File: src/rtl/uart_buffer_streamer.sv
// rtl/uart_buffer_streamer.sv - drains one ping-pong buffer per buffer_ready pulse into a framed 8N1 UART stream
// Frame: SYNC0 SYNC1 seq drops, then BUFFER_DEPTH samples of 3 bytes each, MSB byte first.
module uart_buffer_streamer #(
    parameter int         CLK_HZ       = 27000000,
    parameter int         BAUD         = 115200,
    parameter int         BUFFER_DEPTH = 256,
    parameter logic [7:0] SYNC0        = 8'hA5,
    parameter logic [7:0] SYNC1        = 8'h5A
) (
    input  logic        clk_i,
    input  logic        rst_i,
    input  logic [23:0] ram_read_data_i,
    input  logic        ram_read_valid_i,
    output logic        ram_read_ready_o,
    input  logic        ram_buffer_ready_i,
    output logic        uart_tx_o,
    output logic        busy_o,
    output logic [7:0]  drop_count_o
);
    localparam int BAUD_DIV = CLK_HZ / BAUD;
    localparam int BW       = $clog2(BAUD_DIV + 1);
    localparam int CW       = $clog2(BUFFER_DEPTH + 1);
    localparam logic [BW-1:0] BAUD_LAST = BW'(BAUD_DIV - 1);
    localparam logic [CW-1:0] DEPTH     = CW'(BUFFER_DEPTH);

    localparam logic [2:0] IDLE  = 3'd0;
    localparam logic [2:0] HDR   = 3'd1;
    localparam logic [2:0] FETCH = 3'd2;
    localparam logic [2:0] SEND  = 3'd3;
    localparam logic [2:0] DONE  = 3'd4;

    logic [2:0]    state;
    logic [BW-1:0] baud_cnt;
    logic [3:0]    bit_idx;
    logic [1:0]    byte_idx;
    logic [8:0]    tx_shift;
    logic [23:0]   sample;
    logic [CW-1:0] sample_cnt;
    logic [7:0]    seq;
    logic [7:0]    drops_lat;
    logic [7:0]    hdr_next;
    logic [7:0]    smp_next;
    logic          bit_end;
    logic          last_byte;

    assign bit_end   = (baud_cnt == BAUD_LAST);
    assign last_byte = (state == HDR) ? (byte_idx == 2'd3) : (byte_idx == 2'd2);

    // Byte that follows the one currently on the line
    always_comb begin
        hdr_next = SYNC1;
        case (byte_idx)
            2'd0:    hdr_next = SYNC1;
            2'd1:    hdr_next = seq;
            default: hdr_next = drops_lat;
        endcase
        smp_next = (byte_idx == 2'd0) ? sample[15:8] : sample[7:0];
    end

    always_ff @(posedge clk_i) begin
        if (rst_i) begin
            state            <= IDLE;
            baud_cnt         <= '0;
            bit_idx          <= '0;
            byte_idx         <= '0;
            tx_shift         <= '1;
            sample           <= '0;
            sample_cnt       <= '0;
            seq              <= '0;
            drops_lat        <= '0;
            drop_count_o     <= '0;
            busy_o           <= 1'b0;
            ram_read_ready_o <= 1'b0;
            uart_tx_o        <= 1'b1;
        end else begin
            if (ram_buffer_ready_i && state != IDLE && drop_count_o != 8'hFF)
                drop_count_o <= drop_count_o + 8'd1;
            case (state)
                IDLE: if (ram_buffer_ready_i) begin
                    state        <= HDR;
                    busy_o       <= 1'b1;
                    drops_lat    <= drop_count_o;
                    drop_count_o <= '0;
                    byte_idx     <= '0;
                    bit_idx      <= '0;
                    baud_cnt     <= '0;
                    tx_shift     <= {1'b1, SYNC0};
                    uart_tx_o    <= 1'b0;
                end
                HDR, SEND: begin
                    if (!bit_end) begin
                        baud_cnt <= baud_cnt + 1'b1;
                    end else begin
                        baud_cnt <= '0;
                        if (bit_idx != 4'd9) begin
                            // Shifting in ones leaves the stop bit at the bottom after the data bits
                            uart_tx_o <= tx_shift[0];
                            tx_shift  <= {1'b1, tx_shift[8:1]};
                            bit_idx   <= bit_idx + 4'd1;
                        end else if (!last_byte) begin
                            byte_idx  <= byte_idx + 2'd1;
                            bit_idx   <= '0;
                            uart_tx_o <= 1'b0;
                            tx_shift  <= {1'b1, (state == HDR) ? hdr_next : smp_next};
                        end else if (state == HDR || sample_cnt < DEPTH) begin
                            state            <= FETCH;
                            ram_read_ready_o <= 1'b1;
                        end else begin
                            state <= DONE;
                        end
                    end
                end
                FETCH: if (ram_read_ready_o && ram_read_valid_i) begin
                    state            <= SEND;
                    ram_read_ready_o <= 1'b0;
                    sample           <= ram_read_data_i;
                    sample_cnt       <= sample_cnt + 1'b1;
                    byte_idx         <= '0;
                    bit_idx          <= '0;
                    baud_cnt         <= '0;
                    tx_shift         <= {1'b1, ram_read_data_i[23:16]};
                    uart_tx_o        <= 1'b0;
                end
                DONE: begin
                    state      <= IDLE;
                    seq        <= seq + 8'd1;
                    sample_cnt <= '0;
                    busy_o     <= 1'b0;
                end
                default: state <= IDLE;
            endcase
        end
    end
endmodule

File: config.mk
export PLATFORM = sky130hd
export DESIGN_NAME = uart_buffer_streamer
export DESIGN_NICKNAME = d
export VERILOG_FILES = /design/src/rtl/uart_buffer_streamer.sv
export SDC_FILE = /design/constraint.sdc
export NUM_CORES = 1
export LEC_CHECK = 0
export BUFFER_PORTS_ARGS = -buffer_cell sky130_fd_sc_hd__buf_4
export CAP_MARGIN = 10
export CORE_MARGIN = 1
export CORE_UTILIZATION = 40
export CTS_BUF_LIST = sky130_fd_sc_hd__clkbuf_16
export DETAILED_ROUTE_END_ITERATION = 8
export SKIP_LAST_GASP = 1
export SLEW_MARGIN = 40
export SYNTH_ARGS = -nofsm -noshare
export SYNTH_HDL_FRONTEND = slang
export SYNTH_SLANG_ARGS = --single-unit
File: constraint.sdc
create_clock -name clk_i -period 2.2 [get_ports clk_i]
set_input_delay 0.44 -clock clk_i [delete_from_list [all_inputs] [get_ports clk_i]]
set_output_delay 0.44 -clock clk_i [all_outputs]
set_load 0.02 [all_outputs]
==> metrics <==
worst hold path class=in -> reg; power share of the combinational group=9.7%; design area=4650 µm²; Clk Latency, worst-skew pair=0.33 ns; Initial DRC Count=104; Setup TNS=0 ns; residual DRC count=0; Max Fclk=0.478 GHz; Total GRT Usage=19.1%; sequential-to-total area share from yosys stat=40.0%; WP data arrival=2.30 ns; # resized after CTS=0; Critical Path Source Type=register; first-pass GRT wire length=15200 µm; Setup Viol. Count Final=0; final core occ=50.1%; max_cap viols=0; Sequential Power Share=45.9%; post-route ant nets=0; CTS Buf Count=9; nets=544; Worst setup startpoint=baud_cnt[0]; vias in the first global route=3146; Power Total=3.17 mW; syn_nets=500; Reg clk slew, reported paths=0.06 ns; largest net degree at the start of global routing=43; Yosys warnings=0; Net Sw Frac=23.7%; Post-synth ARST share=0%; mean post-synth cell area=8.35 µm²; Routed wire per std cell=14.2 µm; total wire length=9100 µm; Slew Viols, Final=0; clock root cell=clkbuf_16; Ports=39; Initial Util=41.5%; width of the die=100 µm; period utilization=95.0%; pwr/cell area=683 nW/µm²; post-synthesis cell area=3860 µm²; core box area=9280 µm²; max_slew headroom=63.2%; worst-path fanout max=6; num rows=35; Most used DFF post-synth=dfxtp_1; Pint=2.42 mW; share of layout cells above drive strength 1=18.0%; Post-synth EDFFs=0; CP required=2.41 ns; #FFs+latches synth=77; CTS max path bufs=2; worst slew pin tran=0.551 ns; Post-CTS Setup Inserts=0; Final min period=2.09 ns; number of diodes=0; Critical Path End Type=register; DR vias/cell=5.27; clock power share=44.4%; Distinct cells, synth=58; RSZ-0062 raised after global routing=no; CTS tree=yes; RePlAce Congestion=0.834; initial antenna violation count=0; DR vias=3372; Overflow after GRT=0; # H-tree levels=3; first drt pass iteration count=4; Worst Setup Path Type=reg -> reg; outcome=completed; most frequent cells in the layout=dfxtp_1, nand2_1, buf_4; peak supply drop=0.000365 V; Reg-to-Reg Start=baud_cnt[0]; die area=10000 µm²; Cells after Synth=462; placed cell areas=4370 µm²; Hold Startpoint=ram_read_data_i[12]; most common cell after layout, fill and taps aside=dfxtp_1; Detailed Place HPWL=6670 µm; Die Y=100 µm; I/O Buffers=38; Clock Sinks=77; Worst Skew=0.00645 ns; # hold bufs at CTS=0; Final Hold Violating Endpoints=0; Psw=0.752 mW; Area Overhead vs Synth=20.5%; Leakage=1.70 nW
[state kept, by name, summed over array words and instances, names as in the netlist, named ones only]
signal	count
sample	16
sample_cnt	9
baud_cnt	8
drops_lat	8
seq	8
tx_shift	8
bit_idx	4
state	3
byte_idx	2
busy_o	1
drop_count_o	1
ram_read_ready_o	1
uart_tx_o	1
[metrics by stage]
stage	instances	setup WS [ns]	hold WS (ns)
after floorplan	462	0.298	0.432
after detailed placement	624	0.131	0.444
after CTS	640	0.118	0.355
final	640	0.109	0.360
after global routing	640	0.000695	0.363
after global placement	624	0.169	0.443
[worst max-delay path, stage by stage, from the launching register on]
cell and delay [ns]:
dfxtp_1 0.43, ha_1 0.18, nand4_1 0.12, or3_1 0.50
o21ai_4 0.28, nand2_4 0.10, a221o_1 0.36
[cell families (layout without fill, tap and decap cells)]
| kind of cell | count (synthesis) | after routing | synth area share, % |
|---|---|---|---|
| muxes | 13 | 13 | 3.41 |
| AOI/OAI and AO/OA | 110 | 110 | 19.1 |
| DFF | 77 | 77 | 40.0 |
| and+or+nand+nor | 188 | 188 | 24.7 |
| xor gates and xnor gates | 22 | 22 | 5.00 |
| adders and majority gates | 10 | 10 | 3.24 |
| buffers and inverters | 42 | 91 | 4.57 |
[cell type report]
class / instances / area [µm²]
fill: 909 / 4640
tap: 129 / 161
inverter: 17 / 63.8
timing repair buffer: 58 / 460
sequential: 77 / 1540
clock inverter: 7 / 57.6
multi-input combinational: 343 / 2140
clock buffer: 9 / 225
[cells in the mapped netlist, drive strengths merged, types with 2 or more instances]
cell | count | area share [%]
a21o | 2 | 0.39
o21ai | 16 | 2.4
dfxtp | 77 | 40
o31ai | 2 | 0.52
nor2 | 36 | 3.6
clkbuf | 16 | 1.6
o21a | 2 | 0.39
and3 | 3 | 0.49
xnor2 | 12 | 2.7
nor3b | 6 | 1.8
mux2i | 12 | 3.1
ha | 10 | 3.2
nand3b | 3 | 0.58
or3 | 7 | 1.1
a21oi | 44 | 5.7
nor2b | 3 | 0.49
nand2 | 73 | 7.3
a31oi | 10 | 2.0
or2 | 3 | 0.49
nor3 | 12 | 2.2
o221ai | 4 | 0.91
nand3 | 16 | 2.2
a211oi | 15 | 3.0
nand2b | 6 | 0.97
and4 | 2 | 0.45
inv | 17 | 1.7
o32ai | 2 | 0.45
nor4 | 5 | 0.81
nand4 | 10 | 1.6
o221a | 4 | 1.2
buf | 9 | 1.4
xor2 | 10 | 2.3
[power groups by stage]
stage / Sequential, mW / Combinational, mW / Clock (mW)
finish: 1.46 / 0.308 / 1.41
global route: 1.46 / 0.337 / 1.50
CTS: 1.45 / 0.308 / 1.44
detailed placement: 1.48 / 0.307 / 0
global placement: 1.48 / 0.305 / 0
floorplan: 1.48 / 0.188 / 0
[final timing paths]
path,end,slack [ns],depth (start not counted)
worst min register to register,sample[10],0.45,2
worst max register to register,uart_tx_o,0.11,6
worst max-delay path,uart_tx_o,0.11,6
worst min-delay path,sample[12],0.36,3
[metal layers]
layer  GRT usage (%)  share of wire (%)  vias up
li1                -                  -     1730
met1            27.2                 53     1552
met2            29.3                 43       80
met3            3.76                3.5       10
met4            5.35                1.3        0
met5               0                  0        -
Note: power is estimated with default switching activity, not from simulation.
